--- src/rtl/uc_pkg.sv ---
// Shared types for the multi-mode control unit:
// FSM state encoding and sticky status codes.
package uc_pkg;

    typedef enum logic [2:0] {
        S_IDLE  = 3'd0,
        S_CHECK = 3'd1,
        S_START = 3'd2,
        S_WAIT  = 3'd3,
        S_DONE  = 3'd4
    } estado_t;

    localparam logic [1:0] ERR_OK    = 2'b00;
    localparam logic [1:0] ERR_MODO  = 2'b01;
    localparam logic [1:0] ERR_TMO   = 2'b10;
    localparam logic [1:0] ERR_ABORT = 2'b11;

endpackage

--- src/rtl/detector_borda.sv ---
// Registered rising-edge detector for the apply button.
// Pulse lasts one cycle; a held level never retriggers.
module detector_borda (
    input  logic clk,
    input  logic reset,
    input  logic din,
    output logic pulse
);

    logic prev_q;
    logic pulse_q;

    // Track previous level and register the rise.
    always_ff @(posedge clk or posedge reset) begin
        if (reset) begin
            prev_q  <= 1'b0;
            pulse_q <= 1'b0;
        end else begin
            prev_q  <= din;
            pulse_q <= din & ~prev_q;
        end
    end

    assign pulse = pulse_q;

endmodule

--- src/rtl/uc_multimodo.sv ---
// Control unit: mode dispatch FSM, watchdog and
// frame-memory arbitration between VGA and the core.
module uc_multimodo
    import uc_pkg::*;
#(
    parameter int                      SRC_AW     = 17,
    parameter int                      DST_AW     = 19,
    parameter int                      DW         = 8,
    parameter int                      MODE_W     = 3,
    parameter logic [2**MODE_W-1:0]    MODE_VALID = 8'h3F,
    parameter int                      TMO_W      = 24,
    parameter logic [TMO_W-1:0]        TMO_MAX    = 24'hFFFFFF
) (
    input  logic              clk,
    input  logic              reset,
    input  logic [MODE_W-1:0] chaves,
    input  logic              botao_aplicar,
    input  logic              abortar,
    input  logic              cpu_done,
    output logic              cpu_start,
    output logic [MODE_W-1:0] cpu_modo,
    input  logic [DST_AW-1:0] addr_from_vga_calc,
    input  logic [SRC_AW-1:0] src_addr_from_cpu,
    input  logic [DST_AW-1:0] dest_addr_from_cpu,
    input  logic [DW-1:0]     data_from_cpu,
    input  logic              wren_from_cpu,
    output logic [SRC_AW-1:0] src_mem_addr,
    output logic [DST_AW-1:0] dest_mem_addr,
    output logic [DW-1:0]     dest_mem_data,
    output logic              dest_mem_wren,
    output logic              sistema_ocupado,
    output logic              fim_pulso,
    output logic [1:0]        erro
);

    estado_t           state_q, state_d;
    logic [MODE_W-1:0] modo_q, modo_d;
    logic [1:0]        erro_q, erro_d;
    logic [TMO_W-1:0]  wd_q, wd_d;
    logic              start_q, start_d;
    logic              fim_q, fim_d;
    logic              press;
    logic [TMO_W-1:0]  wd_inc;

    detector_borda u_borda (
        .clk   (clk),
        .reset (reset),
        .din   (botao_aplicar),
        .pulse (press)
    );

    // Saturating watchdog increment; never wraps past TMO_MAX.
    assign wd_inc = (wd_q == TMO_MAX) ? wd_q : wd_q + 1'b1;

    // State, latched mode, status and watchdog registers.
    always_ff @(posedge clk or posedge reset) begin
        if (reset) begin
            state_q <= S_IDLE;
            modo_q  <= '0;
            erro_q  <= ERR_OK;
            wd_q    <= '0;
            start_q <= 1'b0;
            fim_q   <= 1'b0;
        end else begin
            state_q <= state_d;
            modo_q  <= modo_d;
            erro_q  <= erro_d;
            wd_q    <= wd_d;
            start_q <= start_d;
            fim_q   <= fim_d;
        end
    end

    // Next-state logic; the watchdog is zeroed as START is entered.
    always_comb begin
        state_d = state_q;
        modo_d  = modo_q;
        erro_d  = erro_q;
        wd_d    = wd_q;
        start_d = 1'b0;
        fim_d   = 1'b0;
        unique case (state_q)
            S_IDLE: begin
                if (press) begin
                    modo_d  = chaves;
                    erro_d  = ERR_OK;
                    state_d = S_CHECK;
                end
            end
            S_CHECK: begin
                if (abortar) begin
                    erro_d  = ERR_ABORT;
                    state_d = S_DONE;
                end else if (MODE_VALID[modo_q]) begin
                    wd_d    = '0;
                    start_d = 1'b1;
                    state_d = S_START;
                end else begin
                    erro_d  = ERR_MODO;
                    state_d = S_IDLE;
                end
            end
            S_START: begin
                wd_d = wd_inc;
                if (abortar) begin
                    erro_d  = ERR_ABORT;
                    state_d = S_DONE;
                end else begin
                    state_d = S_WAIT;
                end
            end
            S_WAIT: begin
                wd_d = wd_inc;
                if (abortar) begin
                    erro_d  = ERR_ABORT;
                    state_d = S_DONE;
                end else if (cpu_done) begin
                    fim_d   = 1'b1;
                    state_d = S_DONE;
                end else if (wd_q == TMO_MAX) begin
                    erro_d  = ERR_TMO;
                    state_d = S_DONE;
                end
            end
            S_DONE: begin
                state_d = S_IDLE;
            end
            default: begin
                state_d = S_IDLE;
            end
        endcase
    end

    // Memory mux: core owns memories only while WAITing.
    always_comb begin
        src_mem_addr  = '0;
        dest_mem_addr = addr_from_vga_calc;
        dest_mem_data = '0;
        dest_mem_wren = 1'b0;
        if (state_q == S_WAIT) begin
            src_mem_addr  = src_addr_from_cpu;
            dest_mem_addr = dest_addr_from_cpu;
            dest_mem_data = data_from_cpu;
            dest_mem_wren = wren_from_cpu;
        end
    end

    assign cpu_start       = start_q;
    assign cpu_modo        = modo_q;
    assign fim_pulso       = fim_q;
    assign erro            = erro_q;
    assign sistema_ocupado = (state_q != S_IDLE);

endmodule
--- config.mk ---
export PLATFORM = sky130hd
export DESIGN_NAME = uc_multimodo
export DESIGN_NICKNAME = d
export VERILOG_FILES = /design/src/rtl/uc_pkg.sv /design/src/rtl/detector_borda.sv /design/src/rtl/uc_multimodo.sv
export SDC_FILE = /design/constraint.sdc
export NUM_CORES = 1
export LEC_CHECK = 0
export ABC_AREA = 1
export ABC_CLOCK_PERIOD_IN_PS = 2900
export CAP_MARGIN = 20
export CORE_UTILIZATION = 44
export DETAILED_ROUTE_END_ITERATION = 16
export GPL_TIMING_DRIVEN = 1
export PLACE_DENSITY = 0.86
export SLEW_MARGIN = 20
export SYNTH_ARGS = -nofsm -noshare
export SYNTH_HDL_FRONTEND = slang
export SYNTH_SLANG_ARGS = --single-unit
--- constraint.sdc ---
create_clock -name clk -period 2.9 [get_ports clk]
set_clock_uncertainty 0.05 [all_clocks]
set_input_delay 0.435 -clock clk [delete_from_list [all_inputs] [get_ports clk]]
set_output_delay 0.435 -clock clk [all_outputs]
set_load 0.01 [all_outputs]
==> results of run 1 <==
==> layout make-up <==
cell class | instances | area (um2)
Sequential cell | 36 | 901
Inverter | 56 | 210
Multi-Input combinational cell | 306 | 1370
Timing Repair Buffer | 127 | 1260
Clock inverter | 3 | 42.5
Fill cell | 456 | 1590
Clock buffer | 5 | 68.8
Tap cell | 72 | 90.1
==> power by group through the flow <==
stage	Sequential (mW)	Clock (mW)	Combinational, mW
detailed placement	0.725	0	1.15
global route	0.737	0.467	1.26
floorplan	0.722	0	0.639
finish	0.721	0.438	1.14
global placement	0.723	0	1.12
CTS	0.718	0.445	1.15
==> flip-flops by register name, indices dropped and copies added (netlist names) <==
name	cells
wd_q	24
cpu_modo	3
fim_pulso	1
u_borda.prev_q	1
erro	2
u_borda.pulse	1
cpu_start	1
state_q	3
==> per-layer routing <==
| layer | vias up | part of all wire (%) |
|---|---|---|
| li1 | 1491 | - |
| met2 | 134 | 50 |
| met1 | 1341 | 39 |
| met5 | - | 0 |
| met3 | 20 | 8.3 |
| met4 | 0 | 3.0 |
==> metrics by stage <==
stage | setup slack (ns) | instance area [um2] | instances | utilization, % | power, mW
2_1_floorplan | 1.11 | 2540 | 409 | - | 1.36
3_3_place_gp | 0.607 | 3840 | 597 | 69.2 | 1.84
3_5_place_dp | 0.576 | 3840 | 597 | 69.2 | 1.87
4_1_cts | 0.243 | 3950 | 605 | 71.3 | 2.31
5_1_grt | 0.0576 | 3950 | 605 | 71.3 | 2.47
6_report | 0.264 | 3950 | 605 | 71.3 | 2.30
==> logic make-up (layout without fill, tap and decap cells) <==
| logic type | Yosys count | after routing | share of synthesized area (%) |
|---|---|---|---|
| adder cells (fa/ha/maj) | 1 | 1 | 0.492 |
| XOR/XNOR | 10 | 10 | 3.45 |
| buffers and inverters | 67 | 191 | 10.6 |
| flip-flops | 36 | 36 | 35.5 |
| AO/OA/AOI/OAI | 24 | 24 | 5.52 |
| multiplexers | 3 | 3 | 1.33 |
| AND/OR/NAND/NOR | 268 | 268 | 43.2 |
==> how the worst max path moves through the flow <==
stage / from / endpoint / slack, ns / depth (start not counted)
global placement: state_q[2] / dest_mem_addr[12] / 0.61 / 6
global route: state_q[2] / dest_mem_addr[9] / 0.06 / 6
CTS: state_q[2] / dest_mem_addr[12] / 0.24 / 6
finish: state_q[2] / dest_mem_addr[12] / 0.26 / 6
detailed placement: state_q[2] / dest_mem_addr[12] / 0.58 / 6
floorplan: state_q[2] / dest_mem_addr[10] / 1.11 / 7
==> cell usage after synthesis (2+ instances only) <==
| cell | instances |
|---|---|
| o21ai_0 | 8 |
| nor2_4 | 2 |
| buf_2 | 2 |
| clkbuf_1 | 6 |
| dfrtp_1 | 36 |
| mux2_2 | 3 |
| xor2_1 | 9 |
| nand2_2 | 3 |
| nand4_1 | 3 |
| o21ai_1 | 10 |
| nor2_2 | 2 |
| nor2_1 | 59 |
| inv_1 | 54 |
| nand2_1 | 155 |
| nand3_1 | 36 |
| nor3_1 | 7 |
| buf_6 | 2 |
==> impl_metrics.ini, run 1 <==
[run_status]
status = completed

[drt]
firstDrtPassIters = 5
drc_errors = 0
drt_wl_total_mm = 8.05
wl_per_cell_um = 13.3
initialDrtViolationCount = 198
route.vias.total = 2986
ant_nets = 0
avgViaCountPerCell = 4.94

[setup_path]
rr_worst_depth = 8
arrival_ns = 2.15
critPathCaptureType = primary output
path_max_fanout = 21
critPathTopFamily = buffers and inverters
rrSetupSlack_ns = 0.70
regToRegStartpoint = wd_q[0]
crit_type = reg -> out
path_buf_inv = 3
path_cells = inv_1 > nand3_1 > inv_1 > nand2_1 > nand2_1 > clkdlybuf4s50_1
worst_setup_path_start_kind = flip-flop
r2r_end = wd_q[19]
max_stage_delay_ns = 0.54
cp.required_ns = 2.41
crit_slowest_cell = clkdlybuf4s50_1

[floorplanning]
die_w_um = 78.0
core_area_mm2 = 0.00554
rows = 27
initial_core_util_pct = 45.9
die_h_um = 78.0
io_pins = 125
dieArea_mm2 = 0.00608

[sta]
tightest_slew_ns = 0.622
clock.fmax_ghz = 0.379
drv_slew = 0
setup_viol_count_final = 0
period_share_pct = 90.9
hold_violations = 0
slew_headroom_pct = 58.5
rsz0062_at_grt = false
finalSetupTns_ns = 0
hold_ws_ns = 0.356
fin_crit_ns = 2.64

[synth]
syn_area_mm2 = 0.00254
avgSynthCellArea_um2 = 6.21
async_flop_share_pct = 100
ys_ff_latch = 36
ys_warn_count = 0
synth_top_area_cell = dfrtp_1
synth_edf_count = 0
ys_types = 29
yosysSeqAreaShare_pct = 35.5
synth_top_area_share_pct = 35.5
synth_area_leaders = dfrtp_1 (35%), nand2_1 (23%), nor2_1 (8.7%)
synth_nets = 482
synthCells = 409
synth-main-ff-cell = dfrtp_1

[clock_network]
clk_pin_slew_ns = 0.08
cts_max_level = 2
clock-sinks = 36
tritoncts = yes
hold_buffers = 0
cts_setup_buffers = 0
root_buffer = clkbuf_8
cts_resized = 0
cts_buffers = 5
cts_buffer_depth = 2
clk_latency_ns = 0.28

[place]
io_buffers = 124
place.gp.congestion = 0.917
dpl.hpwl_mm = 6.46

[hold_path]
worstHoldEndpoint = u_borda.pulse
hp-class = reg -> reg
hold_start = u_borda.prev_q
whs_path_depth = 1

[global_route]
antenna_found_initial = 1
met3_usage_pct = 6.82
grt_max_degree = 49
grt.overflow.total = 0
grt.total_usage_pct = 27.5
grt_pass1_wl_mm = 13.2
grt_pass1_vias = 2939
grt_most_used_layer = met2
met2_usage_pct = 50.3
gr-usage-met1_pct = 30.7

[cells_and_area]
fin_nets = 605
syn_to_final_growth_pct = 55.3
layout_commonest_cell = nand2_1
insertedDiodeCount = 0
layout_common_cells = nand2_1 (155), clkdlybuf4s50_1 (124), nor2_1 (59)
drive_gt1_share_pct = 4.50

[power_and_ir_drop]
p_switching_uw = 909
power_leakage_nw = 1.82
power_frac_seq_pct = 31.3
power_density_mw_per_mm2 = 583
p_comb_share_pct = 49.6
netSwitchingFraction_pct = 39.5
clockPowerShare_pct = 19.1
ir_worst_vdd_uv = 336
internal_power_mw = 1.39

[job]
cap_violations = 0
Note: power is estimated with default switching activity, not from simulation.
==> run 2, diff against run 1 <==
--- a/config.mk
+++ b/config.mk
@@ -8,11 +8,12 @@
 export ABC_AREA = 1
 export ABC_CLOCK_PERIOD_IN_PS = 2900
 export CAP_MARGIN = 20
-export CORE_UTILIZATION = 44
+export CORE_UTILIZATION = 45
 export DETAILED_ROUTE_END_ITERATION = 16
 export GPL_TIMING_DRIVEN = 1
-export PLACE_DENSITY = 0.86
+export PLACE_DENSITY = 0.87
 export SLEW_MARGIN = 20
 export SYNTH_ARGS = -nofsm -noshare
 export SYNTH_HDL_FRONTEND = slang
+export SYNTH_HIERARCHICAL = 1
 export SYNTH_SLANG_ARGS = --single-unit
==> run 2 against run 1 <==
  * Die area rose by 0.27%
  * Count of clock-buffer cells in the layout did not move
  * Worst hold slack lost 0.11 ns
  * Sequential share of layout area decreased by 0.29 points
  * Critical path depth unchanged
  * Critical endpoint is now dest_mem_addr[8]
  * Non-clock buffer count grew 2
  * Combinational power grew 4%
  * Maximum frequency up 1.7%
  * Routed wire length rose by 4.7%
  * Synthesized cell count up 1.7%
  * Via count grew 0.70%
==> impl_metrics.ini, run 2 <==
[floorplanning]
initial_core_util_pct = 47.0
io_pins = 125
die_h_um = 78.1
rows = 27
core_area_mm2 = 0.00554
dieArea_mm2 = 0.00610
die_w_um = 78.1

[synth]
synth_common_cells = nand2_1 (158), nor2_1 (59), inv_1 (58)
synthCells = 416
ys_ff_latch = 36
ys_warn_count = 6
synth_nets = 489
synth.most_common_cell = nand2_1
async_flop_share_pct = 100
synth_area_leaders = dfrtp_1 (35%), nand2_1 (23%), nor2_1 (8.5%)
synth_top_area_share_pct = 34.6
ys_types = 26
syn_area_mm2 = 0.00261
avgSynthCellArea_um2 = 6.27
synth-main-ff-cell = dfrtp_1
yosysSeqAreaShare_pct = 34.6
synth_edf_count = 0
synth_top_area_cell = dfrtp_1

[job]
cap_violations = 0

[clock_network]
cts_buffer_depth = 2
tritoncts = yes
clk_pin_slew_ns = 0.08
hold_buffers = 0
cts_setup_buffers = 0
clock-sinks = 36
root_buffer = clkbuf_8
clk_latency_ns = 0.30
cts_max_level = 2
cts_buffers = 5
cts_resized = 0

[cells_and_area]
seqCellArea_um2 = 901
fin_nets = 613
fillers = 440
insertedDiodeCount = 0
largest_reg_flops = 24
multi_input_area_mm2 = 0.00142
layout_commonest_cell = nand2_1
largest-register = wd_q
syn_to_final_growth_pct = 53.4
layout_common_cells = nand2_1 (158), clkdlybuf4s50_1 (124), nor2_1 (59)
drive_gt1_share_pct = 5.91

[drt]
route.vias.total = 3007
initialDrtViolationCount = 163
drt_wl_total_mm = 8.43
avgViaCountPerCell = 4.91
firstDrtPassIters = 5
wl_per_cell_um = 13.7
drc_errors = 0
ant_nets = 0

[setup_path]
regToRegStartpoint = wd_q[0]
cp.required_ns = 2.41
worst_setup_path_start_kind = flip-flop
crit_type = reg -> out
crit_start = state_q[2]
critPathCaptureType = primary output
path_max_fanout = 21
arrival_ns = 2.11

[global_route]
antenna_found_initial = 0
grt.overflow.total = 0
grt_max_degree = 49
grt_pass1_wl_mm = 13.6
grt_pass1_vias = 2969
grt.total_usage_pct = 28.8

[hold_path]
hp-class = in -> async

[run_status]
status = completed

[sta]
rsz0062_at_grt = false
finalSetupTns_ns = 0
drv_slew = 0
hold_violations = 0
setup_viol_count_final = 0
period_share_pct = 89.4
fin_crit_ns = 2.59
clock.fmax_ghz = 0.386
tightest_slew_ns = 0.596
slew_headroom_pct = 60.2

[power_and_ir_drop]
power_density_mw_per_mm2 = 571
power_leakage_nw = 1.86
fin_total_pwr_mw = 2.28
ir_worst_vdd_uv = 375

[place]
place.gp.congestion = 0.981
io_buffers = 124
dpl.hpwl_mm = 6.82
## run 2: metrics by stage
stage                     utilization [%]  cells  hold WS, ns  setup WS [ns]  cell area [um2]
after CTS                            72.2    613        0.252          0.282             4000
after global placement               70.5    605        0.350          0.664             3910
after global routing                 72.2    613        0.280          0.119             4000
after detailed placement             70.5    605        0.355          0.605             3910
after floorplan                         -    416        0.126           1.13             2610
final                                72.2    613        0.248          0.308             4000
## run 2: logic make-up after synthesis
kind of cell    count (synthesis)  share of synthesized area, %
mux                             3                          1.30
simple gates                  271                          42.7
buf+inv                        70                          11.0
xor+xnor                        9                          3.02
flops                          36                          34.6
fa+ha+maj                       1                         0.480
compound gates                 26                          6.91
## run 2: area by class of cell
type	count	area share, %
Clock buffer	5	1.72
Clock inverter	3	0.595
Inverter	58	5.45
Multi-Input combinational cell	310	35.5
Sequential cell	36	22.5
Tap cell	72	2.25
Timing Repair Buffer	129	32.0
## run 2: final timing paths
check                                   endpoint  slack [ns]  cells past startpoint
worst max-delay path            dest_mem_addr[8]        0.31                      6
worst min-delay path              u_borda/prev_q        0.25                      2
worst max register to register          wd_q[23]        0.61                      9
worst min register to register     u_borda/pulse        0.37                      1
max in group asynchronous                wd_q[2]        1.98                      3
min in group clk                   u_borda/pulse        0.37                      1
## run 2: layer usage
| layer | wire (um) | up-vias | part of all wire [%] | GRT usage [%] |
|---|---|---|---|---|
| met1 | 3360 | 1361 | 40 | 32.6 |
| met4 | 221 | 0 | 2.6 | 11.3 |
| met5 | 0 | - | 0 | 0 |
| met2 | 4250 | 117 | 50 | 50.9 |
| met3 | 587 | 17 | 7.0 | 7.91 |
| li1 | - | 1512 | - | - |
## run 2: critical path, cell delays in order (launching register included)
cell	delay (ns)
dfrtp_1	0.41
inv_1	0.10
nand3_1	0.09
inv_1	0.46
nand2_1	0.13
nand2_1	0.09
clkdlybuf4s50_1	0.55
## run 2: where the power goes
part	switching [mW]	internal, mW
Clock	0.203	0.170
Sequential	0.113	0.610
Combinational	0.636	0.549
Total	0.952	1.33
==> run 3, diff against run 2 <==
--- a/config.mk
+++ b/config.mk
@@ -8,10 +8,12 @@
 export ABC_AREA = 1
 export ABC_CLOCK_PERIOD_IN_PS = 2900
 export CAP_MARGIN = 20
+export CORE_MARGIN = 3
 export CORE_UTILIZATION = 45
 export DETAILED_ROUTE_END_ITERATION = 16
 export GPL_TIMING_DRIVEN = 1
 export PLACE_DENSITY = 0.87
+export SKIP_CTS_REPAIR_TIMING = 1
 export SLEW_MARGIN = 20
 export SYNTH_ARGS = -nofsm -noshare
 export SYNTH_HDL_FRONTEND = slang
==> run 3 against run 2 <==
  * Register-to-register slack better by 0.02 ns
  * Worst setup slack hardly changed
  * Combinational power about the same
  * Via count is 0.37% lower
  * Count of clock-buffer cells in the layout grew 1
  * Clock power rose by 1%
  * Global-route usage shrank 3.0 points
  * Critical endpoint is now dest_mem_addr[4]
==> impl_metrics.ini, run 3 (synthesis results as in run 2) <==
[setup_path]
rr_worst_depth = 11
crit_type = reg -> out
worst_setup_path_start_kind = flip-flop
path_max_fanout = 21
arrival_ns = 2.11
critPathCaptureType = primary output
cp.required_ns = 2.41

[cells_and_area]
fin_nets = 612
layout_commonest_cell = nand2_1
drive_gt1_share_pct = 5.74
largest_reg_flops = 24
utilization_pct = 72.0
layout_common_cells = nand2_1 (158), clkdlybuf4s50_1 (124), nor2_1 (59)
syn_to_final_growth_pct = 53.1
fin_cells = 612
largest-register = wd_q
design_area_mm2 = 0.00399
insertedDiodeCount = 0

[power_and_ir_drop]
fin_total_pwr_mw = 2.27
power_density_mw_per_mm2 = 568
power_leakage_nw = 1.87
ir_worst_vdd_uv = 388

[floorplanning]
die_w_um = 82.1
io_pins = 125
core_area_mm2 = 0.00554
rows = 27
initial_core_util_pct = 47.0
dieArea_mm2 = 0.00674
die_h_um = 82.1

[place]
place_area_mm2 = 0.00390
dpl.hpwl_mm = 6.68
io_buffers = 124
dp_cells = 604
place.gp.congestion = 0.900
dp_slack_ns = 0.635

[drt]
ant_nets = 0
drc_errors = 0
initialDrtViolationCount = 108
avgViaCountPerCell = 4.90
drt_wl_total_mm = 8.30
route.vias.total = 2996
firstDrtPassIters = 6
wl_per_cell_um = 13.6

[clock_network]
clock-sinks = 36
cts_buffers = 5
cts_buffer_depth = 2
root_buffer = clkbuf_8
cts_max_level = 2
clk_pin_slew_ns = 0.07
tritoncts = yes
clk_latency_ns = 0.29

[sta]
slew_headroom_pct = 60.1
drv_slew = 0
setup_viol_count_final = 0
rsz0062_at_grt = false
hold_ws_ns = 0.264
layout_setup_ws_ns = 0.308
finalSetupTns_ns = 0
period_share_pct = 89.4
hold_violations = 0
clock.fmax_ghz = 0.386
fin_crit_ns = 2.59
tightest_slew_ns = 0.598

[global_route]
grt.overflow.total = 0
antenna_found_initial = 0
grt_pass1_vias = 3061
grt_max_degree = 49
grt.total_usage_pct = 25.8
grt_pass1_wl_mm = 13.4

[job]
cap_violations = 0

[run_status]
status = completed

[hold_path]
hp-class = in -> async
[run 3: cell types whose count changed in the layout (fill, tap and decap cells not counted)]
cell	delta
clkinv_2	+2
clkinvlp_4	-2
clkbuf_8	+1
clkinv_4	-1
buf_4	-1
[run 3: cell type report]
| cell class | instances | area, um2 |
|---|---|---|
| inverter | 58 | 218 |
| timing repair buffer | 128 | 1270 |
| fill | 432 | 1550 |
| clock buffer | 6 | 82.6 |
| sequential | 36 | 901 |
| clock inverter | 2 | 10.0 |
| tap | 72 | 90.1 |
| multi-input combinational | 310 | 1420 |
[run 3: path summary, 6_finish.rpt]
path,slack (ns),start,end
setup / recovery,0.31,state_q[2],dest_mem_addr[4]
hold / removal,0.26,reset,u_borda/prev_q
setup reg to reg,0.63,wd_q[0],wd_q[11]
hold reg to reg,0.36,u_borda/prev_q,u_borda/pulse
max in group asynchronous,1.98,reset,erro[1]
min in group clk,0.36,u_borda/prev_q,u_borda/pulse
[run 3: per-layer routing]
layer | GRT usage, % | up-vias | share of wire (%)
li1 | - | 1519 | -
met1 | 30.0 | 1331 | 40
met2 | 44.2 | 121 | 50
met3 | 9.00 | 25 | 7.3
met4 | 8.31 | 0 | 2.6
met5 | 0 | - | 0
[run 3: worst max-delay path, stage by stage (launching register included)]
cell	delay (ns)
dfrtp_1	0.40
inv_1	0.10
nand3_1	0.09
inv_1	0.46
nand2_1	0.14
nand2_1	0.10
clkdlybuf4s50_1	0.53
[run 3: where the power goes]
| group | total [mW] | leakage [nW] | switching [mW] | internal, mW |
|---|---|---|---|---|
| sequential | 0.724 | 0.485 | 0.113 | 0.611 |
| clock | 0.377 | 0.0510 | 0.187 | 0.190 |
| combinational | 1.17 | 1.33 | 0.630 | 0.536 |
| total | 2.27 | 1.87 | 0.930 | 1.34 |
